$ cat config.mk
export PLATFORM = sky130hd
export DESIGN_NAME = cache_mem_bridge
export DESIGN_NICKNAME = d
export VERILOG_FILES = /design/src/rtl/sa_cache_pkg.sv /design/src/rtl/cache_mem_bridge.sv
export SDC_FILE = /design/constraint.sdc
export NUM_CORES = 1
export LEC_CHECK = 0
export CAP_MARGIN = 20
export CORE_AREA = 2 2 272 274
export DETAILED_ROUTE_END_ITERATION = 10
export DIE_AREA = 0 0 274 276
export SLEW_MARGIN = 20
export SYNTH_ARGS = -nofsm -noshare
export SYNTH_HDL_FRONTEND = slang
export SYNTH_SLANG_ARGS = --single-unit
export TNS_END_PERCENT = 100
$ cat constraint.sdc
create_clock -name clk -period 38.2 [get_ports clk]
set_clock_uncertainty 0.05 [all_clocks]
set_input_delay 5.73 -clock clk [delete_from_list [all_inputs] [get_ports clk]]
set_output_delay 5.73 -clock clk [all_outputs]
set_load 0.01 [all_outputs]
$ cat src/rtl/sa_cache_pkg.sv
// rtl/sa_cache_pkg.sv - shared sizing, request encoding and bridge state enum for sa_cache
package sa_cache_pkg;

   localparam int ADDR_W     = 32;
   localparam int WORD_W     = 32;
   localparam int LINE_WORDS = 4;
   localparam int OFF_W      = $clog2(LINE_WORDS * WORD_W / 8);
   localparam int BEAT_W     = $clog2(LINE_WORDS);

   localparam logic REQ_FILL = 1'b0;
   localparam logic REQ_WB   = 1'b1;

   typedef enum logic [1:0] {
      IDLE = 2'd0,
      RD   = 2'd1,
      WR   = 2'd2,
      RESP = 2'd3
   } state_t;

endpackage

$ cat src/rtl/cache_mem_bridge.sv
// rtl/cache_mem_bridge.sv - line-fill / write-back engine serialising whole cache lines into memory beats
module cache_mem_bridge #(
   parameter  int ADDR_W     = sa_cache_pkg::ADDR_W,
   parameter  int WORD_W     = sa_cache_pkg::WORD_W,
   parameter  int LINE_WORDS = sa_cache_pkg::LINE_WORDS,
   localparam int OFF_W      = $clog2(LINE_WORDS * WORD_W / 8),
   localparam int BEAT_W     = $clog2(LINE_WORDS),
   localparam int BYTE_W     = $clog2(WORD_W / 8),
   localparam int LINE_W     = LINE_WORDS * WORD_W
) (
   input  logic                    clk,
   input  logic                    rst,
   input  logic                    i_req,
   input  logic                    i_rw,
   input  logic [ADDR_W-OFF_W-1:0] i_line_addr,
   input  logic [LINE_W-1:0]       i_wline,
   output logic                    o_busy,
   output logic                    o_memory_response,
   output logic [LINE_W-1:0]       o_memory_line,
   output logic                    mem_req,
   output logic                    mem_we,
   output logic [ADDR_W-1:0]       mem_addr,
   output logic [WORD_W-1:0]       mem_wdata,
   input  logic                    mem_ready,
   input  logic [WORD_W-1:0]       mem_rdata
);
   import sa_cache_pkg::*;

   state_t                  state, state_nx;
   logic [ADDR_W-OFF_W-1:0] line_addr_q;
   logic                    rw_q;
   logic [LINE_W-1:0]       wline_q;
   logic [LINE_W-1:0]       asm_q, asm_nx;
   logic [BEAT_W-1:0]       beat;
   logic                    accept, hs, last;

   assign accept = (state == IDLE) && i_req;
   assign hs     = mem_req && mem_ready;
   assign last   = (beat == BEAT_W'(LINE_WORDS - 1));

   always_ff @(posedge clk or posedge rst) begin
      if (rst) state <= IDLE;
      else     state <= state_nx;
   end

   always_comb begin
      state_nx = state;
      case (state)
         IDLE:    if (i_req) state_nx = (i_rw == REQ_WB) ? WR : RD;
         RD, WR:  if (hs && last) state_nx = RESP;
         RESP:    state_nx = IDLE;
         default: state_nx = IDLE;
      endcase
   end

   // Bus outputs decode purely from state so an async reset drops mem_req at once.
   always_comb begin
      o_busy            = 1'b0;
      o_memory_response = 1'b0;
      mem_req           = 1'b0;
      mem_we            = 1'b0;
      mem_addr          = '0;
      mem_wdata         = '0;
      case (state)
         RD: begin
            o_busy   = 1'b1;
            mem_req  = 1'b1;
            mem_addr = {line_addr_q, beat, {BYTE_W{1'b0}}};
         end
         WR: begin
            o_busy    = 1'b1;
            mem_req   = 1'b1;
            mem_we    = 1'b1;
            mem_addr  = {line_addr_q, beat, {BYTE_W{1'b0}}};
            mem_wdata = wline_q[beat*WORD_W +: WORD_W];
         end
         RESP: begin
            o_busy            = 1'b1;
            o_memory_response = 1'b1;
         end
         default: ;
      endcase
   end

   always_comb begin
      asm_nx = asm_q;
      asm_nx[beat*WORD_W +: WORD_W] = mem_rdata;
   end

   // The final word is merged on the way into o_memory_line so it is valid alongside the pulse.
   always_ff @(posedge clk or posedge rst) begin
      if (rst) begin
         line_addr_q   <= '0;
         rw_q          <= REQ_FILL;
         wline_q       <= '0;
         asm_q         <= '0;
         beat          <= '0;
         o_memory_line <= '0;
      end else begin
         if (accept) begin
            line_addr_q <= i_line_addr;
            rw_q        <= i_rw;
            wline_q     <= i_wline;
            beat        <= '0;
         end else if (hs) begin
            beat <= beat + 1'b1;
         end
         if (hs && rw_q == REQ_FILL)
            asm_q <= asm_nx;
         if (hs && last && rw_q == REQ_FILL)
            o_memory_line <= asm_nx;
      end
   end

endmodule

==> flow_summary.yaml <==
outcome:
  status: "completed"
floorplan:
  rows: 99
  dieArea_um2: 75600
  num_io_pins: 389
  die_h_um: 276
  start_util: 0.229
  core_area_um2: 72600
  fp.dieW_um: 274
synthesis:
  synth-seq-cells: 385
  syn_avg_cell_area_um2: 12.2
  synthTopCellsByCount: "dfrtp_1, mux2_2, nor2_1"
  synth_seq_area_share: 0.580
  netlist.area_leader.share: 0.580
  synth_top_cell_by_area: "dfrtp_1"
  synth_cell_type_count: 37
  yosys_warnings: 0
  synth_edf_count: 0
  synthTopCellsByArea: "dfrtp_1, mux2_2, a22o_1, mux4_2, nor2_1"
  synthCells: 1358
  synth-main-ff-cell: "dfrtp_1"
  syn_area_um2: 16600
  synth_async_sr_flop_share: 1.00
  yosysMostFrequentCell: "dfrtp_1"
cts:
  tritoncts: "done"
  clock-sinks: 385
  ctsResizeCount: 0
  clockBufferDepth: 3
  post_cts_buffers: 0
  numCtsBuffers: 47
  cts_hold_buf: 0
  clk_pin_slew_ns: 0.05
  clk_latency_ns: 0.57
  h-tree-depth: 2
  cts-root-buf: "clkbuf_16"
power_and_ir_drop:
  finalPower_mw: 1.85
  peakVddDrop_mv: 0.0432
  leakagePower_nw: 9.55
  power.density_nw_per_um2: 80.9
hold_path:
  hp-start: "o_memory_line[119]"
  min_path_type: "reg -> reg"
  hold_path_end: "o_memory_line[119]"
  holdPathStages: 2
worst_setup_path:
  reg2reg_slack_ns: 34.77
  worstSetupEndpointType: "primary output"
  cp_cell_sequence: "buf_4 -> mux4_2 -> and2_1 -> clkdlybuf4s50_1"
  cpMaxStageDelayCell: "buf_4"
  reg2regPathDepth: 8
  r2r-end: "asm_q[12]"
  start_kind: "register"
  max_stage_delay_ns: 0.60
  crit_required_ns: 32.42
  critical_path_peak_fanout: 33
  crit_arrival_ns: 2.94
  worst-setup-path-type: "reg -> out"
  r2r-start: "beat[0]"
routing:
  vias_per_cell: 4.56
  wirelength_mm: 54.5
  antenna_left: 0
  num_vias: 12170
  wire_per_inst_um: 20.4
  drt_iter0_markers: 712
  post-route-drc-count: 0
  dr.pass1.iters: 5
sta:
  fin_crit_sh: 0.228
  slew_headroom: 0.292
  setup_tns_ns: 0
  fmax_mhz: 115
  slew_violations: 0
  holdWs_ns: 0.429
  min_period_ns: 8.72
  finalHoldViolCount: 0
  final-setup-viol-count: 0
  grt_setup_unrepaired: "no"
  worst_pin_slew_ns: 1.06
flow_run:
  drv_cap: 0
layout:
  fin_nets: 1877
  area_delta_synth_final_pct: 37.4
  utilization: 0.314
  drive_above_1_share: 0.177
  final_cells: 2669
place:
  hpwl_mm: 37.4
  dpl.cell_count: 2583
  place.gp.congestion: 0.782
  portBuffers: 386
global_route:
  grt_pass1_vias: 13115
  grt_max_degree: 94
  grt_pass1_wl_mm: 83.8
  antenna_found_initial: 8
  grt_remaining_overflow: 0
  grt_usage: 0.143
critical path: cells and delay by family (launching register included):
| family | cells | cell delay (ns) |
|---|---|---|
| buffers and inverters | 2 | 1.09 |
| DFF | 1 | 0.42 |
| muxes | 1 | 0.60 |
| and+or+nand+nor | 1 | 0.21 |
worst max-delay path by stage:
stage                        from  slack, ns                  to  cells after the start
final                     beat[1]      29.48       mem_wdata[21]                      4
after global routing      beat[1]      29.27       mem_wdata[21]                      4
after CTS                 beat[1]      29.33       mem_wdata[25]                      4
after detailed placement      rst      29.31  o_memory_line[111]                      4
after global placement        rst      29.41  o_memory_line[111]                      4
after floorplan               rst      21.72            asm_q[0]                      1
registers in the layout, indices dropped and copies added, names as in the netlist:
signal / count
asm_q: 96
wline_q: 128
state: 2
beat: 2
o_memory_line: 128
line_addr_q: 28
rw_q: 1
through the flow:
| stage | setup slack, ns | instance area, µm² |
|---|---|---|
| after floorplan | 21.72 | 16600 |
| after global placement | 29.41 | 21200 |
| after detailed placement | 29.31 | 21200 |
| after CTS | 29.33 | 22800 |
| after global routing | 29.27 | 22800 |
| final | 29.48 | 22800 |
layout by cell type (no fill, tap or decap), drive strengths merged, types with 2 or more instances in the layout:
cell type,instances
nor2,135
nand2b,10
clkinv,10
nand2,59
o21ai,27
conb,2
a221oi,38
clkinvlp,2
buf,27
ha,9
dfrtp,385
inv,13
bufinv,3
a22o,102
mux2,157
a21oi,98
and2,64
a31oi,10
and4b,2
mux2i,4
mux4,32
nand3,32
clkdlybuf4s50,386
clkbuf,64
nand3b,27
cell type report:
class	count	area, µm²
Tap cell	959	1200
Timing Repair Buffer	413	4100
Clock buffer	64	1350
Fill cell	7265	49800
Multi-Input combinational cell	819	6280
Antenna cell	1	2.50
Clock inverter	19	209
Inverter	9	41.3
Sequential cell	385	9640
logic make-up after synthesis:
group	count (synthesis)	synth area share
AOI/OAI and AO/OA	276	0.116
muxes	193	0.152
buffers and inverters	155	0.0431
xor gates and xnor gates	1	0.000528
and+or+nand+nor	338	0.101
adders and majority gates	9	0.00678
DFF	385	0.580
other	1	0.000226
metal layers:
metal  vias up  track usage  share of wire
li1       5430            -              -
met4        14       0.0378          0.023
met3        90       0.0504          0.086
met5         -            0         0.0016
met2       391        0.231           0.47
met1      6245        0.182           0.42
where the power goes:
group          switching (mW)  internal (mW)  leakage (nW)
Sequential             0.0977          0.576          4.88
Clock                   0.181          0.268         0.771
Combinational           0.331          0.393          3.89
Total                   0.609           1.24          9.55
Note: power is estimated with default switching activity, not from simulation.
